<file path="src/rtl/pll_reset_sequencer.sv">
// PLL reset sequencer: pulses the PLL reset and waits for a stable lock.
// It then releases three staged system resets in order, bit 0 first.
// If lock is lost after release has begun, it drops every stage and restarts.
// Ports:
//   clk, reset_n    free-running reference clock, async active-low reset
//   pll_locked      PLL lock flag (asynchronous, synchronized internally)
//   lock_lost_clr   synchronous clear for the sticky lock_lost flag
//   pll_rst         active-high PLL reset
//   sys_reset_n     staged active-low resets, bit 0 released first
//   ready           all stages released and lock held
//   lock_lost       sticky: lock dropped after release had begun
//   retry_cnt       number of lock timeouts, saturating at 255
module pll_reset_sequencer #(
  parameter int unsigned PLL_RST_CYCLES      = 16,
  parameter int unsigned LOCK_TIMEOUT_CYCLES = 65536,
  parameter int unsigned LOCK_STABLE_CYCLES  = 1024,
  parameter int unsigned STAGE_GAP_CYCLES    = 64
) (
  input  logic       clk,
  input  logic       reset_n,
  input  logic       pll_locked,
  input  logic       lock_lost_clr,
  output logic       pll_rst,
  output logic [2:0] sys_reset_n,
  output logic       ready,
  output logic       lock_lost,
  output logic [7:0] retry_cnt
);

  localparam int unsigned CNT_W   = 24;
  localparam int unsigned STAGE_W = 3;
  localparam int unsigned RETRY_W = 8;

  localparam logic [CNT_W-1:0] RST_LAST = CNT_W'(PLL_RST_CYCLES - 1);
  localparam logic [CNT_W-1:0] TMO_LAST = CNT_W'(LOCK_TIMEOUT_CYCLES - 1);
  localparam logic [CNT_W-1:0] STB_LAST = CNT_W'(LOCK_STABLE_CYCLES - 1);
  localparam logic [CNT_W-1:0] GAP_LAST = CNT_W'(STAGE_GAP_CYCLES - 1);

  typedef enum logic [2:0] {
    S_PLL_RST,
    S_WAIT_LOCK,
    S_STABLE,
    S_RELEASE,
    S_RUN
  } state_e;

  state_e               state_q, state_d;
  logic [CNT_W-1:0]     cnt_q, cnt_d;
  logic                 sync1_q, sync2_q;
  logic                 pll_rst_q, pll_rst_d;
  logic [STAGE_W-1:0]   sys_q, sys_d;
  logic                 ready_q, ready_d;
  logic                 lost_q, lost_d;
  logic                 lost_set;
  logic [RETRY_W-1:0]   retry_q, retry_d;
  logic                 locked_s;

  // Two-flop synchronizer for the asynchronous lock flag
  always_ff @(posedge clk or negedge reset_n) begin
    if (!reset_n) begin
      sync1_q <= 1'b0;
      sync2_q <= 1'b0;
    end else begin
      sync1_q <= pll_locked;
      sync2_q <= sync1_q;
    end
  end

  assign locked_s = sync2_q;

  // State, shared counter and registered outputs
  always_ff @(posedge clk or negedge reset_n) begin
    if (!reset_n) begin
      state_q   <= S_PLL_RST;
      cnt_q     <= '0;
      pll_rst_q <= 1'b1;
      sys_q     <= '0;
      ready_q   <= 1'b0;
      lost_q    <= 1'b0;
      retry_q   <= '0;
    end else begin
      state_q   <= state_d;
      cnt_q     <= cnt_d;
      pll_rst_q <= pll_rst_d;
      sys_q     <= sys_d;
      ready_q   <= ready_d;
      lost_q    <= lost_d;
      retry_q   <= retry_d;
    end
  end

  // Next state; outputs are computed for the state being entered so the
  // registered outputs line up with the registered state.
  always_comb begin
    state_d   = state_q;
    cnt_d     = cnt_q + CNT_W'(1);
    pll_rst_d = pll_rst_q;
    sys_d     = sys_q;
    ready_d   = ready_q;
    retry_d   = retry_q;
    lost_set  = 1'b0;

    case (state_q)
      S_PLL_RST: begin
        if (cnt_q == RST_LAST) begin
          state_d   = S_WAIT_LOCK;
          cnt_d     = '0;
          pll_rst_d = 1'b0;
        end
      end
      S_WAIT_LOCK: begin
        if (locked_s) begin
          state_d = S_STABLE;
          cnt_d   = '0;
        end else if (cnt_q == TMO_LAST) begin
          state_d   = S_PLL_RST;
          cnt_d     = '0;
          pll_rst_d = 1'b1;
          if (retry_q != '1) begin
            retry_d = retry_q + RETRY_W'(1);
          end
        end
      end
      S_STABLE: begin
        // Any low sample restarts the stability window
        if (!locked_s) begin
          state_d = S_WAIT_LOCK;
          cnt_d   = '0;
        end else if (cnt_q == STB_LAST) begin
          state_d = S_RELEASE;
          cnt_d   = '0;
          sys_d   = 3'b001;
        end
      end
      S_RELEASE: begin
        if (!locked_s) begin
          lost_set = 1'b1;
        end else if (cnt_q == GAP_LAST) begin
          // Counter restarts per stage gap so it never needs 2x range
          cnt_d = '0;
          if (sys_q[1]) begin
            state_d = S_RUN;
            sys_d   = 3'b111;
            ready_d = 1'b1;
          end else begin
            sys_d = 3'b011;
          end
        end
      end
      S_RUN: begin
        cnt_d = cnt_q;
        if (!locked_s) begin
          lost_set = 1'b1;
        end
      end
      default: begin
        state_d   = S_PLL_RST;
        cnt_d     = '0;
        pll_rst_d = 1'b1;
        sys_d     = '0;
        ready_d   = 1'b0;
      end
    endcase

    // Lock loss after release began: drop everything and re-lock
    if (lost_set) begin
      state_d   = S_PLL_RST;
      cnt_d     = '0;
      pll_rst_d = 1'b1;
      sys_d     = '0;
      ready_d   = 1'b0;
    end
  end

  // Sticky flag; a set in the same cycle as a clear wins
  always_comb begin
    lost_d = lost_q;
    if (lost_set) begin
      lost_d = 1'b1;
    end else if (lock_lost_clr) begin
      lost_d = 1'b0;
    end
  end

  assign pll_rst     = pll_rst_q;
  assign sys_reset_n = sys_q;
  assign ready       = ready_q;
  assign lock_lost   = lost_q;
  assign retry_cnt   = retry_q;

endmodule

</file>
<file path="config.mk">
export PLATFORM = sky130hd
export DESIGN_NAME = pll_reset_sequencer
export DESIGN_NICKNAME = d
export VERILOG_FILES = /design/src/rtl/pll_reset_sequencer.sv
export SDC_FILE = /design/constraint.sdc
export NUM_CORES = 1
export LEC_CHECK = 0
export CORE_UTILIZATION = 58
export DETAILED_ROUTE_END_ITERATION = 6
export PLACE_DENSITY = 0.79
export SLEW_MARGIN = 40
export SYNTH_ARGS = -nofsm -noshare
export SYNTH_HDL_FRONTEND = slang
export SYNTH_SLANG_ARGS = --single-unit
</file>
<file path="constraint.sdc">
create_clock -name clk -period 3.3 [get_ports clk]
set_clock_uncertainty 0.1 [all_clocks]
set_input_delay 0.495 -clock clk [delete_from_list [all_inputs] [get_ports clk]]
set_output_delay 0.495 -clock clk [all_outputs]
set_load 0.005 [all_outputs]
</file>
==> impl_metrics.env <==
export IMPL_core_area_sq_um=3770
export IMPL_worstPathRequired_ps=3350
export IMPL_layout_commonest_cell="dfrtp_1"
export IMPL_async_flop_share_pct=100
export IMPL_end_kind="register"
export IMPL_startpoint_type="register"
export IMPL_nets=276
export IMPL_avgSynthCellArea_sq_um=9.41
export IMPL_finalSetupTns_ps=0
export IMPL_p_leak_nw=1.08
export IMPL_crit_type="reg -> reg"
export IMPL_period_needed_ps=2910
export IMPL_clk_pin_slew_ps=80
export IMPL_cts_made_buffers=5
export IMPL_power_frac_clock_pct=19.0
export IMPL_place_area_sq_um=2560
export IMPL_min_path_type="in -> async"
export IMPL_die_area_sq_um=4280
export IMPL_cts_setup_buffers=0
export IMPL_final_cells=319
export IMPL_rr_worst_depth=8
export IMPL_drtPass1Iterations=4
export IMPL_r2r_slack_ps=390
export IMPL_critPathMostFrequentCell="nand3_1"
export IMPL_setup_viol_count_final=0
export IMPL_dr_total_vias=1990
export IMPL_p_sw_mw=0.662
export IMPL_internal_power_mw=1.06
export IMPL_cp_max_fo=11
export IMPL_drive_above_1_share_pct=12.5
export IMPL_antenna_cells=0
export IMPL_postRouteAntennaNets=0
export IMPL_dominantRegCellSynth="dfrtp_1"
export IMPL_pwr_share_seq_pct=38.7
export IMPL_antenna_found_initial=0
export IMPL_power_share_switching_pct=38.5
export IMPL_wl_per_cell_um=15.7
export IMPL_power_density_nw_per_um2=648
export IMPL_boundaryPins=18
export IMPL_post_dp_hpwl_um=3510
export IMPL_crit_chain="ha_1 > nand3_1 > or4_1 > o21ai_1 > a41oi_2 > buf_4 > nand3_1 > o311ai_0"
export IMPL_die_w_um=65.4
export IMPL_gp_congestion=0.836
export IMPL_grt_pass1_vias=1936
export IMPL_wirelength_um=5020
export IMPL_place_inst=311
export IMPL_timing_rr_start="cnt_q[0]"
export IMPL_max_cap_violations=0
export IMPL_outcome="complete, no violations"
export IMPL_hold_buffers=0
export IMPL_die_h_um=65.4
export IMPL_worst_slew_pin_slew_ps=548
export IMPL_cp_slowest_stage_delay_ps=630
export IMPL_postSynthCellCount=248
export IMPL_ys_ff_latch=43
export IMPL_cts_sinks=43
export IMPL_grtUsageTotal_pct=27.1
export IMPL_synth_top_cell_area_share_pct=45.0
export IMPL_synth_enable_flop_cells=0
export IMPL_cts_tree="yes"
export IMPL_grt_overflow=0
export IMPL_yosys_area_top_type="dfrtp_1"
export IMPL_htreeDepth=2
export IMPL_finalHoldViolCount=0
export IMPL_via_per_inst=6.24
export IMPL_min_period_over_period_pct=88.3
export IMPL_slew_viol_final=0
export IMPL_final_cell_mix="dfrtp_1 (42), nand2_1 (28), nand3_1 (22)"
export IMPL_cts_root_buffer="clkbuf_8"
export IMPL_syn_nets=254
export IMPL_clock_fmax_ghz=0.343
export IMPL_hold_ws_ps=78.6
export IMPL_final_cell_area_sq_um=2650
export IMPL_synth_warning_count=0
export IMPL_clk_path_buf_depth=2
export IMPL_grt_pass1_wl_um=9010
export IMPL_synth_area_leaders="dfrtp_1 (45%), nand3_1 (4.7%), nand2_1 (4.5%), o21ai_0 (3.9%), o311ai_0 (3.8%)"
export IMPL_synth_area_sq_um=2330
export IMPL_post_cts_resized=0
export IMPL_synthToLayoutAreaGrowth_pct=13.7
export IMPL_ys_seq_area_share_pct=46.2
export IMPL_critPathSlowestCell="or4_1"
export IMPL_start_util_pct=61.9
export IMPL_first_iter_violations=216
export IMPL_vdd_drop_max_v=0.000430
export IMPL_p_comb_share_pct=42.3
export IMPL_drc=0
export IMPL_r2r_end="cnt_q[6]"
export IMPL_yosysUniqueCellTypes=49
export IMPL_io_buffers=17
export IMPL_cp_arrival_ps=2970
export IMPL_rsz0062_at_grt="no"
export IMPL_relSlewSlack_pct=63.1
export IMPL_grt_max_degree=44
export IMPL_clk_latency_ps=300
export IMPL_fp_row_count=22
export IMPL_fin_util_pct=70.4
==> through the flow <==
stage	total power [mW]	setup WS, ps
final	1.72	387
after detailed placement	1.39	456
after global routing	1.85	195
after CTS	1.72	431
after global placement	1.38	515
after floorplan	1.19	770
==> worst max-delay path by stage <==
stage | start | end | slack, ps | cells after the start
floorplan | cnt_q[9] | state_q[0] | 770 | 6
global placement | cnt_q[0] | state_q[0] | 520 | 7
detailed placement | cnt_q[0] | cnt_q[6] | 460 | 8
CTS | cnt_q[0] | cnt_q[6] | 430 | 8
global route | cnt_q[0] | cnt_q[6] | 190 | 8
finish | cnt_q[0] | cnt_q[6] | 390 | 8
==> worst max-delay path, delay by kind of cell, from the launching register on <==
kind | cells | cell delay [ps]
flip-flops | 1 | 410
adder cells (fa/ha/maj) | 1 | 240
buffers and inverters | 1 | 280
AND/OR/NAND/NOR | 3 | 920
AO/OA/AOI/OAI | 3 | 810
==> registers in the layout (all words and copies together), names as in the netlist <==
| signal | flops |
|---|---|
| cnt_q | 24 |
| pll_rst | 1 |
| retry_cnt | 8 |
| sync1_q | 1 |
| state_q | 3 |
| sys_reset_n | 3 |
| lock_lost | 1 |
| locked_s | 1 |
| ready | 1 |
==> power groups by stage <==
stage               Sequential (mW)  Clock (mW)  Combinational (mW)
global route                  0.679       0.359               0.812
detailed placement            0.673           0               0.719
floorplan                     0.638           0               0.550
finish                        0.666       0.326               0.727
global placement              0.673           0               0.710
CTS                           0.664       0.331               0.721
==> routing by layer <==
layer / global-route usage [%] / routed length, um / vias to the layer above
met3: 5.56 / 226 / 7
met1: 38.8 / 2430 / 974
met4: 6.52 / 36 / 0
li1: - / - / 972
met2: 42.1 / 2320 / 37
met5: 0 / 0 / -
==> cell type report <==
class                      instances  area (sq um)
fill                             316          1120
clock inverter                     2          12.5
multi-input combinational        185          1170
tap                               48          60.1
timing repair buffer              25           228
inverter                          10          37.5
sequential                        43          1080
clock buffer                       6          72.6
==> logic make-up (layout without fill, tap and decap cells) <==
kind of cell | Yosys count | after routing | synth area share [%]
XOR/XNOR | 8 | 8 | 3.00
AND/OR/NAND/NOR | 106 | 106 | 24.6
adder cells (fa/ha/maj) | 2 | 2 | 1.07
buffers and inverters | 20 | 43 | 4.45
multiplexers | 7 | 7 | 3.32
AO/OA/AOI/OAI | 62 | 62 | 17.4
flip-flops | 43 | 43 | 46.2
==> synthesized netlist by cell type (2+ instances only) <==
cell       n
nor4b_1    2
nor4_1     3
nor3_1     4
o31ai_1    3
mux2i_1    4
and3_1     4
o21a_1     3
or3_1      4
mux2_2     2
inv_1     10
xor2_1     4
a21oi_1   13
xnor2_1    4
dfrtp_1   42
a31oi_1    2
nand2_1   28
clkbuf_8   2
and4_1     3
nand4_1   12
clkbuf_1   6
o22ai_1    2
or2_2      3
o311ai_0  10
a41oi_1    2
nand3_1   22
and2_1     2
ha_1       2
nor2_1    11
o21ai_0   18
or4_4      2
(Power assumes the default switching activity.)
